<file path="config.mk">
export PLATFORM = sky130hd
export DESIGN_NAME = rb_row_reader_flat
export DESIGN_NICKNAME = d
export VERILOG_FILES = /design/src/rtl/rb_pkg.sv /design/src/rtl/rb_row_reader_if.sv /design/src/rtl/rb_word_fifo.sv /design/src/rtl/rb_row_reader.sv /design/src/flat_wrapper.sv
export SDC_FILE = /design/constraint.sdc
export NUM_CORES = 1
export LEC_CHECK = 0
export ABC_AREA = 1
export CAP_MARGIN = 20
export CORE_UTILIZATION = 50
export DETAILED_ROUTE_END_ITERATION = 10
export PLACE_DENSITY_LB_ADDON = 0.15
export SYNTH_ARGS = -nofsm -noshare
export SYNTH_HDL_FRONTEND = slang
export SYNTH_HIERARCHICAL = 1
export SYNTH_SLANG_ARGS = --single-unit
</file>
<file path="constraint.sdc">
create_clock -name clk -period 2.4 [get_ports clk]
set_input_delay 0.48 -clock clk [delete_from_list [all_inputs] [get_ports clk]]
set_output_delay 0.48 -clock clk [all_outputs]
set_load 0.05 [all_outputs]
</file>
<file path="src/rtl/rb_pkg.sv">
// Shared constants and types for the row-buffer writer/reader pair.
package rb_pkg;
   localparam int PIX_W      = 8;
   localparam int WORD_W     = 32;
   localparam int LANES      = WORD_W / PIX_W;
   localparam int LANE_W     = $clog2(LANES);
   localparam int ADDR_W     = 9;
   localparam int LEN_W      = 10;
   localparam int FIFO_DEPTH = 2;
   localparam int FCNT_W     = $clog2(FIFO_DEPTH + 1);

   typedef enum logic [1:0] {IDLE, RUN, FIN} rb_state_e;

   // Lane 0 is the least significant byte of the word.
   function automatic logic [PIX_W-1:0] lane_sel(input logic [WORD_W-1:0] word,
                                                 input logic [LANE_W-1:0] idx);
      return word[idx*PIX_W +: PIX_W];
   endfunction
endpackage

</file>
<file path="src/rtl/rb_row_reader_if.sv">
// Pixel stream from the row-buffer reader to the neighbourhood window stage.
interface rb_row_reader_if;
   import rb_pkg::*;

   logic [PIX_W-1:0] pix_data;
   logic             pix_valid;
   logic             pix_ready;
   logic             pix_last;

   modport master (output pix_data, output pix_valid, output pix_last, input pix_ready);
   modport slave  (input pix_data, input pix_valid, input pix_last, output pix_ready);
endinterface

</file>
<file path="src/rtl/rb_word_fifo.sv">
// Small synchronous word FIFO with occupancy count, used to absorb BRAM latency and backpressure.
module rb_word_fifo #(
   parameter int DEPTH = 2,
   parameter int WIDTH = 32,
   parameter int CNT_W = $clog2(DEPTH + 1)
) (
   input  logic             clk,
   input  logic             rst,
   input  logic             push,
   input  logic [WIDTH-1:0] din,
   input  logic             pop,
   output logic [WIDTH-1:0] head,
   output logic [CNT_W-1:0] count,
   output logic             empty
);
   localparam int PTR_W = (DEPTH > 1) ? $clog2(DEPTH) : 1;

   logic [WIDTH-1:0] mem_q [DEPTH];
   logic [WIDTH-1:0] mem_d [DEPTH];
   logic [PTR_W-1:0] wr_ptr_q, wr_ptr_d;
   logic [PTR_W-1:0] rd_ptr_q, rd_ptr_d;
   logic [CNT_W-1:0] count_q, count_d;

   function automatic logic [PTR_W-1:0] ptr_inc(input logic [PTR_W-1:0] p);
      return (p == PTR_W'(DEPTH - 1)) ? '0 : p + PTR_W'(1);
   endfunction

   always_comb begin
      mem_d    = mem_q;
      wr_ptr_d = wr_ptr_q;
      rd_ptr_d = rd_ptr_q;
      count_d  = count_q + CNT_W'(push) - CNT_W'(pop);
      if (push) begin
         mem_d[wr_ptr_q] = din;
         wr_ptr_d        = ptr_inc(wr_ptr_q);
      end
      if (pop) begin
         rd_ptr_d = ptr_inc(rd_ptr_q);
      end
   end

   always_ff @(posedge clk or posedge rst) begin
      if (rst) begin
         for (int i = 0; i < DEPTH; i++) mem_q[i] <= '0;
         wr_ptr_q <= '0;
         rd_ptr_q <= '0;
         count_q  <= '0;
      end else begin
         mem_q    <= mem_d;
         wr_ptr_q <= wr_ptr_d;
         rd_ptr_q <= rd_ptr_d;
         count_q  <= count_d;
      end
   end

   assign head  = mem_q[rd_ptr_q];
   assign count = count_q;
   assign empty = (count_q == '0);
endmodule

</file>
<file path="src/rtl/rb_row_reader.sv">
// Row-buffer port-B reader: fetches a wrapped run of packed words and streams them as pixels.
// Defining RB_STALL_CNT_EN adds the stall_cnt output (RUN cycles with pix_valid & !pix_ready).
//
// state | meaning
// IDLE  | waiting for start
// RUN   | issuing reads and streaming pixels
// FIN   | one-cycle done pulse, start ignored
module rb_row_reader
   import rb_pkg::*;
(
   input  logic              clk,
   input  logic              rst,
   input  logic              start,
   input  logic [ADDR_W-1:0] base_addr,
   input  logic [LEN_W-1:0]  num_words,
   output logic              busy,
   output logic              done,
   output logic              en_b,
   output logic [ADDR_W-1:0] addr_b,
   input  logic [WORD_W-1:0] dout_b,
   rb_row_reader_if.master   pix
`ifdef RB_STALL_CNT_EN
   ,
   output logic [15:0]       stall_cnt
`endif
);
   rb_state_e         state_q, state_d;
   logic              busy_q, busy_d;
   logic              done_q, done_d;
   logic              en_b_q, en_b_d;
   logic [ADDR_W-1:0] addr_b_q, addr_b_d;
   logic [LEN_W-1:0]  issue_rem_q, issue_rem_d;
   logic [LEN_W-1:0]  word_rem_q, word_rem_d;
   logic              inflight_q, inflight_d;
   logic [LANE_W-1:0] lane_q, lane_d;
`ifdef RB_STALL_CNT_EN
   logic [15:0]       stall_cnt_q, stall_cnt_d;
`endif

   logic [WORD_W-1:0] fifo_head;
   logic [FCNT_W-1:0] fifo_count;
   logic              fifo_empty;
   logic              pix_valid;
   logic              last_lane;
   logic              hs;
   logic              pop;
   logic              push;
   logic              pix_last;
   int                fcnt_nxt;

   // The space check on issue guarantees room, so the returning word is always pushed.
   assign push      = inflight_q;
   assign pix_valid = !fifo_empty;
   assign last_lane = (lane_q == LANE_W'(LANES - 1));
   assign hs        = pix_valid && pix.pix_ready;
   assign pop       = hs && last_lane;
   assign pix_last  = pix_valid && last_lane && (word_rem_q == LEN_W'(1));

   rb_word_fifo #(
      .DEPTH (FIFO_DEPTH),
      .WIDTH (WORD_W),
      .CNT_W (FCNT_W)
   ) u_fifo (
      .clk   (clk),
      .rst   (rst),
      .push  (push),
      .din   (dout_b),
      .pop   (pop),
      .head  (fifo_head),
      .count (fifo_count),
      .empty (fifo_empty)
   );

   always_comb begin
      state_d     = state_q;
      addr_b_d    = addr_b_q;
      issue_rem_d = issue_rem_q;
      word_rem_d  = word_rem_q;
      lane_d      = lane_q;
      inflight_d  = en_b_q;
      if (en_b_q) begin
         addr_b_d    = addr_b_q + ADDR_W'(1);
         issue_rem_d = issue_rem_q - LEN_W'(1);
      end
      if (hs) begin
         lane_d = last_lane ? '0 : lane_q + LANE_W'(1);
         if (last_lane) word_rem_d = word_rem_q - LEN_W'(1);
      end
      case (state_q)
         IDLE: begin
            if (start) begin
               if (num_words != '0) begin
                  state_d     = RUN;
                  addr_b_d    = base_addr;
                  issue_rem_d = num_words;
                  word_rem_d  = num_words;
                  lane_d      = '0;
               end else begin
                  state_d = FIN;
               end
            end
         end
         RUN:     if (hs && pix_last) state_d = FIN;
         FIN:     state_d = IDLE;
         default: state_d = IDLE;
      endcase
      // en_b is registered, so occupancy is predicted for the coming cycle.
      fcnt_nxt = int'(fifo_count) + int'(push) - int'(pop);
      en_b_d   = (state_d == RUN) && (issue_rem_d != '0) &&
                 ((fcnt_nxt + int'(inflight_d)) < FIFO_DEPTH);
      busy_d   = (state_d == RUN);
      done_d   = (state_d == FIN);
`ifdef RB_STALL_CNT_EN
      stall_cnt_d = stall_cnt_q;
      if (state_q == IDLE && start) begin
         stall_cnt_d = '0;
      end else if (state_q == RUN && pix_valid && !pix.pix_ready && stall_cnt_q != 16'hFFFF) begin
         stall_cnt_d = stall_cnt_q + 16'd1;
      end
`endif
   end

   always_ff @(posedge clk or posedge rst) begin
      if (rst) begin
         state_q     <= IDLE;
         busy_q      <= 1'b0;
         done_q      <= 1'b0;
         en_b_q      <= 1'b0;
         addr_b_q    <= '0;
         issue_rem_q <= '0;
         word_rem_q  <= '0;
         inflight_q  <= 1'b0;
         lane_q      <= '0;
`ifdef RB_STALL_CNT_EN
         stall_cnt_q <= '0;
`endif
      end else begin
         state_q     <= state_d;
         busy_q      <= busy_d;
         done_q      <= done_d;
         en_b_q      <= en_b_d;
         addr_b_q    <= addr_b_d;
         issue_rem_q <= issue_rem_d;
         word_rem_q  <= word_rem_d;
         inflight_q  <= inflight_d;
         lane_q      <= lane_d;
`ifdef RB_STALL_CNT_EN
         stall_cnt_q <= stall_cnt_d;
`endif
      end
   end

   assign busy          = busy_q;
   assign done          = done_q;
   assign en_b          = en_b_q;
   assign addr_b        = addr_b_q;
   assign pix.pix_valid = pix_valid;
   assign pix.pix_data  = lane_sel(fifo_head, lane_q);
   assign pix.pix_last  = pix_last;
`ifdef RB_STALL_CNT_EN
   assign stall_cnt     = stall_cnt_q;
`endif
endmodule

</file>
<file path="src/flat_wrapper.sv">
// flat-port wrapper written by rule: the top's interface ports become plain ports
module rb_row_reader_flat import rb_pkg::*;
  (clk, rst, start, base_addr, num_words, busy, done, en_b, addr_b, dout_b, pix_pix_data, pix_pix_valid, pix_pix_last, pix_pix_ready);
  rb_row_reader_if pix_i ();
  input  logic clk;
  input  logic rst;
  input  logic start;
  input  logic [ADDR_W-1:0] base_addr;
  input  logic [LEN_W-1:0] num_words;
  output logic busy;
  output logic done;
  output logic en_b;
  output logic [ADDR_W-1:0] addr_b;
  input  logic [WORD_W-1:0] dout_b;
  output wire logic [$bits(pix_i.pix_data)-1:0] pix_pix_data;
  output wire logic [$bits(pix_i.pix_valid)-1:0] pix_pix_valid;
  output wire logic [$bits(pix_i.pix_last)-1:0] pix_pix_last;
  input wire logic [$bits(pix_i.pix_ready)-1:0] pix_pix_ready;
  assign pix_pix_data = pix_i.pix_data;
  assign pix_pix_valid = pix_i.pix_valid;
  assign pix_pix_last = pix_i.pix_last;
  assign pix_i.pix_ready = pix_pix_ready;
  rb_row_reader u_core (.clk(clk), .rst(rst), .start(start), .base_addr(base_addr), .num_words(num_words), .busy(busy), .done(done), .en_b(en_b), .addr_b(addr_b), .dout_b(dout_b), .pix(pix_i));
endmodule
</file>
==> results of run 1 <==
[per-stage QoR]
step / instances / power [mW] / cell area (sq um)
3_3_place_gp: 936 / 7.788 / 6728
4_1_cts: 952 / 9.031 / 6913
6_report: 954 / 9.173 / 7019
5_1_grt: 954 / 9.946 / 7019
2_1_floorplan: 727 / 6.255 / 5663
3_5_place_dp: 936 / 7.964 / 6728
[layout by cell type, fill, tap and decap left out, types with 2 or more instances in the layout]
cell | synthesis | layout
xnor2_1 | 5 | 4
nand3_1 | 21 | 21
clkinv_2 | 0 | 3
o32ai_1 | 2 | 2
inv_2 | 3 | 6
nor3_2 | 3 | 2
nor2_1 | 40 | 39
a21oi_2 | 0 | 2
buf_4 | 4 | 18
inv_1 | 134 | 129
buf_12 | 0 | 12
clkdlybuf4s50_1 | 0 | 65
dfrtp_1 | 105 | 103
a21oi_1 | 8 | 6
o22ai_2 | 0 | 6
nor2_2 | 8 | 8
ha_4 | 0 | 2
nand4_1 | 2 | 2
nor2_4 | 3 | 4
nor3_1 | 3 | 3
nand2_1 | 180 | 180
clkbuf_1 | 5 | 2
clkinvlp_4 | 0 | 2
ha_1 | 10 | 7
o21ai_1 | 2 | 5
nand3_2 | 4 | 4
nand2_2 | 2 | 2
o22ai_1 | 8 | 2
dfrtp_2 | 0 | 2
xor2_1 | 12 | 12
clkbuf_8 | 0 | 11
nand3b_1 | 3 | 3
o21ai_0 | 126 | 123
[cell families (layout without fill, tap and decap cells)]
family          Yosys count  in the layout
simple gates            274            274
buf+inv                 165            252
compound gates          154            154
flops                   105            105
xor+xnor                 17             17
fa+ha+maj                11             11
mux                       1              1
[state kept, by name, summed over array words and instances, names as in the netlist]
name	flops
u_core/u_fifo/rd_ptr_q	1
u_core/u_fifo/mem_q	64
u_core/state_q	2
u_core/inflight_q	1
u_core/en_b	1
u_core/addr_b	9
u_core/word_rem_q	10
u_core/busy	1
u_core/lane_q	2
u_core/u_fifo/count	2
u_core/done	1
u_core/issue_rem_q	10
u_core/u_fifo/wr_ptr_q	1
[power by group through the flow]
stage | logic (mW) | clock network (mW) | registers [mW]
6_report | 5.01 | 1.00 | 3.16
5_1_grt | 5.56 | 1.12 | 3.27
4_1_cts | 4.84 | 1.05 | 3.14
3_5_place_dp | 4.80 | 0 | 3.16
3_3_place_gp | 4.66 | 0 | 3.12
2_1_floorplan | 2.92 | 0 | 3.33
[critical path: stages, from the launching register on]
cell and delay (ns):
dfrtp_2 0.43, nor2_4 0.15, nor2_4 0.05, nand2_4 0.06
xnor2_2 0.10, ha_2 0.19, inv_2 0.04, fa_1 0.48
inv_2 0.05, ha_4 0.15, or2_4 0.22, a21oi_2 0.13
nand2_1 0.07, a21oi_2 0.11, nand2_1 0.05, inv_1 0.05
[final cells by class]
cell class / instances / share of cell area, %
clock inverters: 3 / 0.2139
inverters: 137 / 7.487
multi-input cells: 457 / 34.69
repair inverters: 1 / 0.1070
well taps: 140 / 2.496
clock buffers: 13 / 2.264
flip-flops and latches: 105 / 37.47
repair buffers: 98 / 15.28
[routing by layer]
layer | up-vias | global-route usage, % | share of wire (%)
met1 | 2233 | 28.64 | 44
met4 | 0 | 7.632 | 2.3
met3 | 18 | 5.546 | 4.0
li1 | 2425 | - | -
met5 | - | 0 | 0
met2 | 99 | 40.67 | 50
[how the worst max path moves through the flow]
stage,start,end,cells after the start
floorplan,pix_pix_ready,u_core/en_b,15
global placement,pix_pix_ready,u_core/en_b,16
detailed placement,pix_pix_ready,u_core/en_b,16
CTS,u_core/u_fifo/count[0],u_core/en_b,15
global route,u_core/u_fifo/count[1],u_core/en_b,15
finish,u_core/u_fifo/count[1],u_core/en_b,15
[timing repair]
item | in CTS | in global routing
setup endpoints to repair | 3 | 11
cloned | 0 | 2
gates resized for setup | 6 | 15
pin swaps | 2 | 2
==> results.toml, run 1 <==
[run_status]
outcome = "finished, final reports clean"

[logic_synthesis]
postSynthRegisterBits = 105
synth_top_family_by_area = "simple AND/OR/NAND/NOR gates"
synth_most_common_cell = "nand2_1"
synth-async-reset-ratio_pct = 100.0
synth.mux.area_fraction_pct = 0.1781
netlist-cell-type-count = 42
synth_edf_count = 0
synthSimpleGateAreaFrac_pct = 21.37
mappedNetlistArea_sq_um = 5622
synth-seq-area-share_pct = 46.74
yosys.area.top_type = "dfrtp_1"
synth-adder-area-share_pct = 2.582
synthXorXnorAreaFrac_pct = 2.649
syn_area_per_cell_sq_um = 7.733
total_nets_after_synthesis = 793
synthCells = 727
synth.area.top_cells = "dfrtp_1, nand2_1, o21ai_0"
netlist_top_cells_count = "nand2_1, inv_1, o21ai_0"
dominantRegCellSynth = "dfrtp_1"
post_synth_top_area_share_pct = 46.74
synth_area_in_compound_gates_pct = 14.56
ys_warn_count = 6

[pwr]
vdd_ir_drop_max_mv = 1.785
total_leakage_power_nw = 3.479
power.sequential.fraction_pct = 34.4
power.combinational.fraction_pct = 54.6
power.switching_fraction_pct = 45.06
power_per_standard_cell_area_nw_per_um2 = 1307
clockPowerShare_pct = 10.9
switching_power_mw = 4.133
cellInternalPower_mw = 5.040

[sta]
finalSetupViolations = 0
finalWorstPathRequiredPeriod_ns = 2.393
achievable_frequency_mhz = 417.9
timing_hold_violations_final = 0
worst_pin_slew_ns = 0.5894
finClkSkew_ns = 0.008498
fin_setup_tns_ns = 0
holdWs_ns = 0.4762
finalMaxSlewViolations = 0
max-slew-margin-rel_pct = 60.70
finalWorstSetupSlack_ns = 0.007132
grt_setup_unrepaired = "true"
final_min_period_over_clock_period_pct = 99.70

[run]
maxCapViolCount = 0

[setup_path]
cp_data_arrival_time_ns = 2.72
worstPathRequired_ns = 2.72
start_kind = "flip-flop"
crit_path_max_fanout = 2
endpoint_kind = "flip-flop"
path_class = "flip-flop to flip-flop"
ff2ff_setup_slack_ns = 0.007
worstRegToRegCells = 15
reg2reg_from = "u_core/u_fifo/count[1]"
critical_path.reg2reg.endpoint = "u_core/en_b"

[clock_network]
postCtsSetupBuffers = 0
cts_tree = "done"
cts_hold_buf = 0
clock_tree.htree_level_count = 3
clkTransAtPathRegs_ns = 0.09
clkLatencyLatePin_ns = 0.37
root_buffer = "clkbuf_8"
cts-buffers-inserted = 9
cts_buffer_depth = 2
tritoncts_num_sinks = 105

[worst_hold_path]
timing.hold.worst.class = "input port to asynchronous set/reset pin"

[routing]
drt_via_density = 5.005
detailed_route_iter0_violations = 201
ant_nets = 0
wire_per_inst_um = 13.33
routed-via-count = 4775
drc_violations_left = 0
detail_route.wirelength_um = 12720
drt_pass1_iterations = 5

[die]
design.portCount = 77
rows = 38
initial_utilization_pct = 51.63
die_width_um = 108.0
floorplan.die_area_sq_um = 11670
placeableCoreArea_sq_um = 10890
floorplan.die.height_um = 108.0

[grt]
grt_pass1_wl_um = 21340
grt_pass1_vias = 4719
grt_remaining_overflow = 0
grt_start_max_net_pins = 65
grt_antenna_before_repair = 0
grt_use_total_pct = 23.45

[placement]
dp.final_hpwl_um = 9111
port_buffers = 76
gp_congestion = 0.8544
pre_cts_ws_ns = -0.6662

[finish]
nNetsFinal = 875
layout.core_utilization_pct = 64.47
synthToLayoutAreaGrowth_pct = 24.86
seq_area_sq_um = 2630
fill_cells = 960
antenna_cells = 0
post_route_cells_drive_above_1_share_pct = 11.67
area_used_by_multi_input_combinational_logic_sq_um = 2435
(Power assumes the default switching activity.)
==> run 2: changes to the inputs <==
--- a/config.mk
+++ b/config.mk
@@ -9,7 +9,7 @@
 export CAP_MARGIN = 20
 export CORE_UTILIZATION = 50
 export DETAILED_ROUTE_END_ITERATION = 10
-export PLACE_DENSITY_LB_ADDON = 0.15
+export PLACE_DENSITY = 0.8
 export SYNTH_ARGS = -nofsm -noshare
 export SYNTH_HDL_FRONTEND = slang
 export SYNTH_HIERARCHICAL = 1
==> results.toml, run 2 (synthesis results as in run 1) <==
[run_status]
outcome = "complete, but fails checks"
violations_in_the_final_reports = "negative setup slack"

[finish]
post_route_cells_drive_above_1_share_pct = 12.55
final_cell_mix = "nand2_1, inv_1, o21ai_0"
largest_registers = "u_core/u_fifo/mem_q (64), u_core/issue_rem_q (10), u_core/word_rem_q (10)"
layoutNonFillerInstCount = 961
antenna_cells = 0
synthToLayoutAreaGrowth_pct = 26.46
layout_commonest_cell = "nand2_1"
final_cell_area_sq_um = 7109
nNetsFinal = 883
regMostFlops = "u_core/u_fifo/mem_q"
layout.core_utilization_pct = 65.30
largest_reg_flops = 64

[die]
die_width_um = 108.0
design.portCount = 77
floorplan.die.height_um = 108.0
placeableCoreArea_sq_um = 10890
rows = 38
floorplan.die_area_sq_um = 11670
initial_utilization_pct = 51.63

[pwr]
total_leakage_power_nw = 3.521
power_per_standard_cell_area_nw_per_um2 = 1328
vdd_ir_drop_max_mv = 0.8234
total_power_mw = 9.439

[sta]
final_min_period_over_clock_period_pct = 102.6
grt_setup_unrepaired = "true"
finalWorstSetupSlack_ns = -0.06360
holdWs_ns = 0.4798
fin_setup_tns_ns = -0.06360
finalWorstPathRequiredPeriod_ns = 2.464
finalMaxSlewViolations = 0
timing_hold_violations_final = 0
max-slew-margin-rel_pct = 61.24
finalSetupViolations = 1
finClkSkew_ns = 0.01387
worst_pin_slew_ns = 0.5814
achievable_frequency_mhz = 405.9

[placement]
dp.final_hpwl_um = 9396
dpl.cell_count = 938
pre_cts_ws_ns = -0.7240
port_buffers = 76
dpl_cell_area_sq_um = 6743
gp_congestion = 0.8644

[grt]
grt_start_max_net_pins = 65
grt_pass1_wl_um = 21290
grt_use_total_pct = 23.43
grt_antenna_before_repair = 0
grt_pass1_vias = 4687
grt_remaining_overflow = 0

[setup_path]
endpoint_kind = "flip-flop"
critical_path_buf_inv_count = 3
slowest_stage = "fa_1"
crit_path_max_fanout = 2
timing.critical_path.slowest_cell_delay_ns = 0.50
path_class = "flip-flop to flip-flop"
start_kind = "flip-flop"
cp_data_arrival_time_ns = 2.78
cp_cell_sequence = "nor2_4 > nor2_4 > nand2_4 > xnor2_2 > ha_2 > inv_2 > fa_1 > inv_2 > ha_4 > or2_4 > a21oi_2 > nand2_1 > a21oi_2 > nand2_1 > inv_1"
crit_family = "adder cells"
worstPathRequired_ns = 2.72

[clock_network]
tritoncts_num_sinks = 105
cts_hold_buf = 0
clock_tree.htree_level_count = 3
clkLatencyLatePin_ns = 0.38
cts-buffers-inserted = 9
cts_tree = "done"
root_buffer = "clkbuf_8"
cts_buffer_depth = 2
clkTransAtPathRegs_ns = 0.10

[routing]
wire_per_inst_um = 13.55
ant_nets = 0
drt_pass1_iterations = 6
detailed_route_iter0_violations = 326
routed-via-count = 4900
detail_route.wirelength_um = 13030
drt_via_density = 5.099
drc_violations_left = 0

[worst_hold_path]
timing.hold.worst.class = "input port to asynchronous set/reset pin"

[run]
maxCapViolCount = 0
==> run 2: final timing paths <==
path | slack, ns | endpoint | startpoint | depth (start not counted)
min reg2reg | 0.49 | u_core/u_fifo/mem_q[45] | u_core/u_fifo/mem_q[45] | 2
min in group clk | 0.49 | u_core/u_fifo/mem_q[45] | u_core/u_fifo/mem_q[45] | 2
max reg2reg | -0.06 | u_core/en_b | u_core/u_fifo/count[1] | 15
min | 0.48 | u_core/addr_b[2] | rst | 2
max in group asynchronous | 1.37 | u_core/u_fifo/count[1] | rst | 3
max | -0.06 | u_core/en_b | u_core/u_fifo/count[1] | 15
==> run 2: cell type report <==
type / instances / area [sq um]
repair inverters: 1 / 5.005
multi-input cells: 457 / 2429
flip-flops and latches: 105 / 2630
fillers: 878 / 3779
clock inverters: 4 / 51.30
well taps: 140 / 175.2
inverters: 137 / 525.5
clock buffers: 11 / 141.4
repair buffers: 106 / 1152
==> run 2: power breakdown <==
group          total (mW)  internal (mW)  switching [mW]
Sequential           3.16           2.59           0.570
Combinational        5.16           2.10            3.06
Clock                1.11          0.508           0.604
==> run 2: what timing repair did <==
item                                    in CTS  in global routing
endpoints found under the setup margin       4                 10
cloned                                       0                  1
pin swaps                                    7                  4
resized for setup                            6                 21
buffers inserted                             4                  3
==> run 2: routing by layer <==
layer | GRT usage (%) | vias up | wire (um)
li1 | - | 2434 | -
met1 | 30.65 | 2290 | 5678
met2 | 37.99 | 150 | 6335
met3 | 5.063 | 26 | 748
met4 | 9.100 | 0 | 263
met5 | 0 | - | 0
